**config.mk**
```make
export PLATFORM = sky130hd
export DESIGN_NAME = sign_magnitude_addsub_pipe
export DESIGN_NICKNAME = d
export VERILOG_FILES = /design/src/rtl/sign_magnitude_addsub_pipe.sv
export SDC_FILE = /design/constraint.sdc
export NUM_CORES = 1
export LEC_CHECK = 0
export ABC_AREA = 1
export CORE_MARGIN = 3
export CORE_UTILIZATION = 38
export CTS_CLUSTER_DIAMETER = 200
export DETAILED_ROUTE_END_ITERATION = 16
export PLACE_DENSITY = 0.56
export SYNTH_ARGS = -nofsm -noshare
export SYNTH_HDL_FRONTEND = slang
export SYNTH_SLANG_ARGS = --single-unit
```
**constraint.sdc**
```tcl
create_clock -name i_clk -period 7.24 [get_ports i_clk]
set_clock_uncertainty 0.1 [all_clocks]
set_input_delay 0.724 -clock i_clk [delete_from_list [all_inputs] [get_ports i_clk]]
set_output_delay 0.724 -clock i_clk [all_outputs]
set_load 0.005 [all_outputs]
```
**src/rtl/sign_magnitude_addsub_pipe.sv**
```systemverilog
// Three-stage sign-magnitude adder/subtractor for the fp16 mantissa path.
// One global advance enable stalls every stage together when the output is held.
module sign_magnitude_addsub_pipe #(
   parameter int WIDTH    = 16,
   parameter bit SATURATE = 1'b0
) (
   input  logic             i_clk,
   input  logic             i_rst,
   input  logic             i_valid,
   output logic             o_ready,
   input  logic             i_op,
   input  logic             i_lhs_sign,
   input  logic [WIDTH-1:0] i_lhs_magnitude,
   input  logic             i_rhs_sign,
   input  logic [WIDTH-1:0] i_rhs_magnitude,
   output logic             o_valid,
   input  logic             i_ready,
   output logic             o_sign,
   output logic [WIDTH-1:0] o_magnitude,
   output logic             o_overflow,
   output logic             o_zero
);

   logic en;

   logic             s1_valid;
   logic [WIDTH:0]   s1_big;
   logic [WIDTH:0]   s1_small;
   logic             s1_sign;
   logic             s1_eff_sub;

   logic             s2_valid;
   logic [WIDTH:0]   s2_sum;
   logic             s2_sign;

   logic             s3_valid;
   logic             s3_sign;
   logic [WIDTH-1:0] s3_magnitude;
   logic             s3_overflow;
   logic             s3_zero;

   assign en      = !s3_valid || i_ready;
   assign o_ready = en;

   // S1 decode: fold the op into the rhs sign, then order operands so big >= small
   logic           eff_rhs_sign;
   logic           swap;
   logic [WIDTH:0] dec_big;
   logic [WIDTH:0] dec_small;
   logic           dec_sign;
   logic           dec_eff_sub;

   always_comb begin
      eff_rhs_sign = i_rhs_sign ^ i_op;
      swap         = (i_lhs_magnitude < i_rhs_magnitude);
      dec_big      = swap ? {1'b0, i_rhs_magnitude} : {1'b0, i_lhs_magnitude};
      dec_small    = swap ? {1'b0, i_lhs_magnitude} : {1'b0, i_rhs_magnitude};
      dec_sign     = swap ? eff_rhs_sign : i_lhs_sign;
      dec_eff_sub  = i_lhs_sign ^ eff_rhs_sign;
   end

   always_ff @(posedge i_clk or posedge i_rst) begin
      if (i_rst) begin
         s1_valid   <= 1'b0;
         s1_big     <= '0;
         s1_small   <= '0;
         s1_sign    <= 1'b0;
         s1_eff_sub <= 1'b0;
      end else if (en) begin
         s1_valid <= i_valid;
         if (i_valid) begin
            s1_big     <= dec_big;
            s1_small   <= dec_small;
            s1_sign    <= dec_sign;
            s1_eff_sub <= dec_eff_sub;
         end
      end
   end

   // S2: big >= small, so the subtract path cannot borrow out of the top bit
   logic [WIDTH:0] sum;

   always_comb begin
      sum = s1_eff_sub ? (s1_big - s1_small) : (s1_big + s1_small);
   end

   always_ff @(posedge i_clk or posedge i_rst) begin
      if (i_rst) begin
         s2_valid <= 1'b0;
         s2_sum   <= '0;
         s2_sign  <= 1'b0;
      end else if (en) begin
         s2_valid <= s1_valid;
         if (s1_valid) begin
            s2_sum  <= sum;
            s2_sign <= s1_sign;
         end
      end
   end

   // S3: overflow, optional clamp, and zero forced positive
   logic             res_overflow;
   logic [WIDTH-1:0] res_magnitude;
   logic             res_zero;
   logic             res_sign;

   always_comb begin
      res_overflow  = s2_sum[WIDTH];
      res_magnitude = (SATURATE && res_overflow) ? {WIDTH{1'b1}} : s2_sum[WIDTH-1:0];
      res_zero      = (res_magnitude == '0) && !res_overflow;
      res_sign      = s2_sign && !res_zero;
   end

   always_ff @(posedge i_clk or posedge i_rst) begin
      if (i_rst) begin
         s3_valid     <= 1'b0;
         s3_sign      <= 1'b0;
         s3_magnitude <= '0;
         s3_overflow  <= 1'b0;
         s3_zero      <= 1'b0;
      end else if (en) begin
         s3_valid <= s2_valid;
         if (s2_valid) begin
            s3_sign      <= res_sign;
            s3_magnitude <= res_magnitude;
            s3_overflow  <= res_overflow;
            s3_zero      <= res_zero;
         end
      end
   end

   assign o_valid     = s3_valid;
   assign o_sign      = s3_sign;
   assign o_magnitude = s3_magnitude;
   assign o_overflow  = s3_overflow;
   assign o_zero      = s3_zero;

endmodule

```
======== After elaboration in Yosys (flattened, before gate mapping) ========
Index checks and enable logic that the tools add are counted.
word-level totals
  register bits ........................... 76
  output and inout port bits .............. 21
  word-level logic and storage cells ...... 32
  bits of input ports ..................... 39
operators by class
  multiplexer cells ....................... 4
  order comparisons ....................... 1
  reductions and logical operators ........ 10
  add/sub/neg operators ................... 2
  bitwise operators ....................... 2
operator list
  kind                         number
  16-bit two-way mux           2
  17-bit adder                 1
  17-bit two-way mux           1
  17-bit subtractor            1
  16-bit zero test             1
  16-bit less-than comparator  1
  2-bit AND reduction          3
  1-bit zero test              3
  1-bit logical AND            2
  1-bit XOR                    2
  1-bit logical OR             1
  1-bit two-way mux            1

======== Logic depth before layout (Yosys ltp) ========
  depth in word-level cells ............... 4
  mapped depth ............................ 19
  depth with buffers taken out ............ 19

======== Least setup slack after synthesis ========
Ideal clock, no wire load.
  kind .................................... register to register
  from .................................... register s1_small[0]
  to ...................................... register s2_sum[15]
  arrival time ............................ 2233 ps
  clock period less this slack ............ 2451 ps
  stages on the path, launching flop included .. 18
  path slack .............................. 4789 ps
  cells stage by stage .................... dfrtp_1 -> inv_1 -> ha_1 -> inv_1 -> nor2_1 -> nand2_1 -> nor2_2 -> nand2_1 -> o21ai_2 -> nand2_1 -> xnor2_1 -> ha_1 -> a21oi_1 -> o21ai_0 -> a21oi_1 -> nand3b_1 -> nand3_1 -> nand2_1
between the ends
  cells in the longest elaborated chain, start to end .. 2
  elaborated cells between the ends (all ways) .. 3
ends and longest elaborated chain
  element                                                   RTL line  source
  start: declaration                                        28        logic [WIDTH:0] s1_small;
  start signal: assignment                                  73        s1_small <= dec_small;
  17-bit adder / 17-bit subtractor (equally long branches)  84        sum = s1_eff_sub ? (s1_big - s1_small) : (s1_big + s1_small);
  17-bit two-way mux (*)                                    84
  end signal: assignment                                    95        s2_sum <= sum;
  end: declaration                                          33        logic [WIDTH:0] s2_sum;
Mark *: on every way between the ends. The rest lies on a longest branch, timed or not.
A chain may end at the register's enable or synchronous reset.

======== Worst setup path in the final report ========
  from .................................... register s1_small[1]
  to ...................................... register s2_sum[13]
Same word-level chain as after synthesis.

==> results.sh <==
export IMPL_yosys_warnings=0
export IMPL_layout_common_cells="nand2_1, inv_1, nand3_1, dfrtp_1, clkdlybuf4s50_1"
export IMPL_cts_max_level=3
export IMPL_avgRoutedWirePerCell_um=11.7
export IMPL_fin_crit_ps=2870
export IMPL_hp_start="s2_valid"
export IMPL_post_drt_via_cell_ratio=4.61
export IMPL_timing_rr_start="s1_small[1]"
export IMPL_grt_max_degree=75
export IMPL_core_area_um2=12300
export IMPL_syn_mean_instance_area_um2=7.23
export IMPL_hold_viol=0
export IMPL_grt_pass1_wl_um=18200
export IMPL_nets=796
export IMPL_post_cts_buffers=0
export IMPL_grt_overflow=0
export IMPL_r2r_slack_ps=4370
export IMPL_clock_latency_ps=330
export IMPL_setup_violations=0
export IMPL_io_pins=60
export IMPL_wl_met1_um=5350
export IMPL_track_usage=0.155
export IMPL_critPathLaunchType="register"
export IMPL_final_setup_worst_slack_ps=4370
export IMPL_p_per_area_nw_per_um2=375
export IMPL_cts_sinks=74
export IMPL_clock_fmax_mhz=349
export IMPL_start_util=0.398
export IMPL_startpoint="s1_small[1]"
export IMPL_fin_crit_sh=0.396
export IMPL_setup_tns_ps=0
export IMPL_cts_root_buf="clkbuf_16"
export IMPL_hpwl_um=8060
export IMPL_dr_wl_met2_um=4590
export IMPL_cts_tree="built"
export IMPL_final_core_util=0.478
export IMPL_ctsHoldBuffers=0
export IMPL_yosysSeqAreaShare=0.379
export IMPL_synth_top_area_frac=0.379
export IMPL_clkSlewWorstSetupHoldPaths_ps=60
export IMPL_numCtsBuffers=9
export IMPL_first_pass_iters=4
export IMPL_finalNonFillerCells=897
export IMPL_worstPathMaxFanout=6
export IMPL_port_buffers=59
export IMPL_rsz0062_at_grt="false"
export IMPL_p_leak_uw=0.00305
export IMPL_vias=4134
export IMPL_dieArea_um2=14200
export IMPL_grt_pass1_vias=3947
export IMPL_layout_commonest_cell="nand2_1"
export IMPL_route_met3_wl_um=405
export IMPL_cts_repair_resized=0
export IMPL_syn_num_nets=747
export IMPL_clk_path_buf_depth=2
export IMPL_synth_seq_cells=74
export IMPL_antenna_found_initial=0
export IMPL_antenna_cells=0
export IMPL_async_flop_share=1.00
export IMPL_die_h_um=119
export IMPL_endpoint_kind="register"
export IMPL_rows=40
export IMPL_num_fill_cells=1274
export IMPL_min_delay_path_class="register to register"
export IMPL_netlist_area_um2=4880
export IMPL_routed_top_layer="met4"
export IMPL_place_inst=881
export IMPL_area_delta_synth_final_pct=20.1
export IMPL_cap_violations=0
export IMPL_crit_type="register to register"
export IMPL_synth_area_leaders="dfrtp_1, nand2_1, nand3_1, ha_1, inv_1"
export IMPL_ys_flop_type="dfrtp_1"
export IMPL_worst_slew_pin_slew_ps=946
export IMPL_status="finished clean"
export IMPL_maxSlewHeadroom=0.369
export IMPL_cp_arrival_ps=2960
export IMPL_synth_edf_count=0
export IMPL_drtIter0Drc=219
export IMPL_drive_gt1_frac=0.0453
export IMPL_dp_slack_ps=4040
export IMPL_drtAntennaViolNets=0
export IMPL_wl_um=10500
export IMPL_die_w_um=119
export IMPL_netlist_instances=675
export IMPL_slew_violations=0
export IMPL_yosysTopAreaCell="dfrtp_1"
export IMPL_critPathRequiredTime_ps=7330
export IMPL_routabilityCongestion=0.812
export IMPL_synth_distinct_cells=34
export IMPL_vdd_ir_drop_worst_mv=0.156
export IMPL_post_route_drc_count=0
through the flow:
stage               power, uW  hold slack (ps)  area [um2]
floorplan                1470              331        4880
global placement         1770              342        5570
detailed placement       1780              353        5570
CTS                      2220              369        5860
global route             2410              397        5860
finish                   2190              363        5860
cell usage after synthesis (5+ instances only):
cell type and instances:
a21oi_1 24, dfrtp_1 74, nand3_1 87, xnor2_1 6
o21ai_1 21, nand2_1 207, ha_1 32, xor2_1 16
inv_1 95, clkbuf_1 5, nand3b_1 6, nand4_1 7
nor2_1 25, o21ai_0 25, buf_2 13
state kept, by name, indices dropped and copies added, names as in the netlist:
register / cells
o_valid: 1
s2_valid: 1
s1_big: 16
o_zero: 1
o_overflow: 1
s1_valid: 1
s1_small: 16
s2_sign: 1
s2_sum: 17
o_magnitude: 16
s1_eff_sub: 1
s1_sign: 1
o_sign: 1
routing by layer:
metal | vias to the layer above | GRT usage
met4 | 0 | 0.0616
li1 | 2245 | -
met5 | - | 0
met3 | 14 | 0.0223
met2 | 84 | 0.245
met1 | 1791 | 0.213
worst paths after layout:
check,end,cells past startpoint
max,s2_sum[13],16
min,o_valid,2
min in group asynchronous,o_magnitude[2],3
max reg2reg,s2_sum[13],16
max in group asynchronous,s1_small[11],3
min reg2reg,o_valid,2
critical path, stage by stage, from the launching register on:
cell      delay (ps)
dfrtp_1          370
inv_1            100
ha_1             150
inv_1             50
nor2_1           120
nand2_1          100
nor2_2           190
nand2_1          110
o21ai_2          160
xor2_1           170
ha_1             310
a21oi_1          230
o21ai_0          120
a21oi_1          170
nand3b_1         100
nand3_1          100
o21ai_0           80
report_power, final:
part,total [uW],internal [uW],switching [uW]
registers,668,568,99.6
logic,1100,463,637
clock network,426,259,168
total,2190,1290,904
cells by family (layout without fill, tap and decap cells):
family | after synthesis | after routing | synth area share
simple gates | 347 | 347 | 0.309
buf+inv | 121 | 175 | 0.101
flops | 74 | 74 | 0.379
compound gates | 78 | 78 | 0.0846
fa+ha+maj | 33 | 33 | 0.0862
xor+xnor | 22 | 22 | 0.0395
layout make-up:
class	instances	area (um2)	area share
repair buffers	60	598	0.102
clock buffers	12	267	0.0455
well taps	168	210	0.0359
flip-flops and latches	74	1850	0.316
multi-input cells	480	2530	0.433
inverters	99	372	0.0634
clock inverters	4	25.0	0.00427
Note: power is estimated with default switching activity, not from simulation.
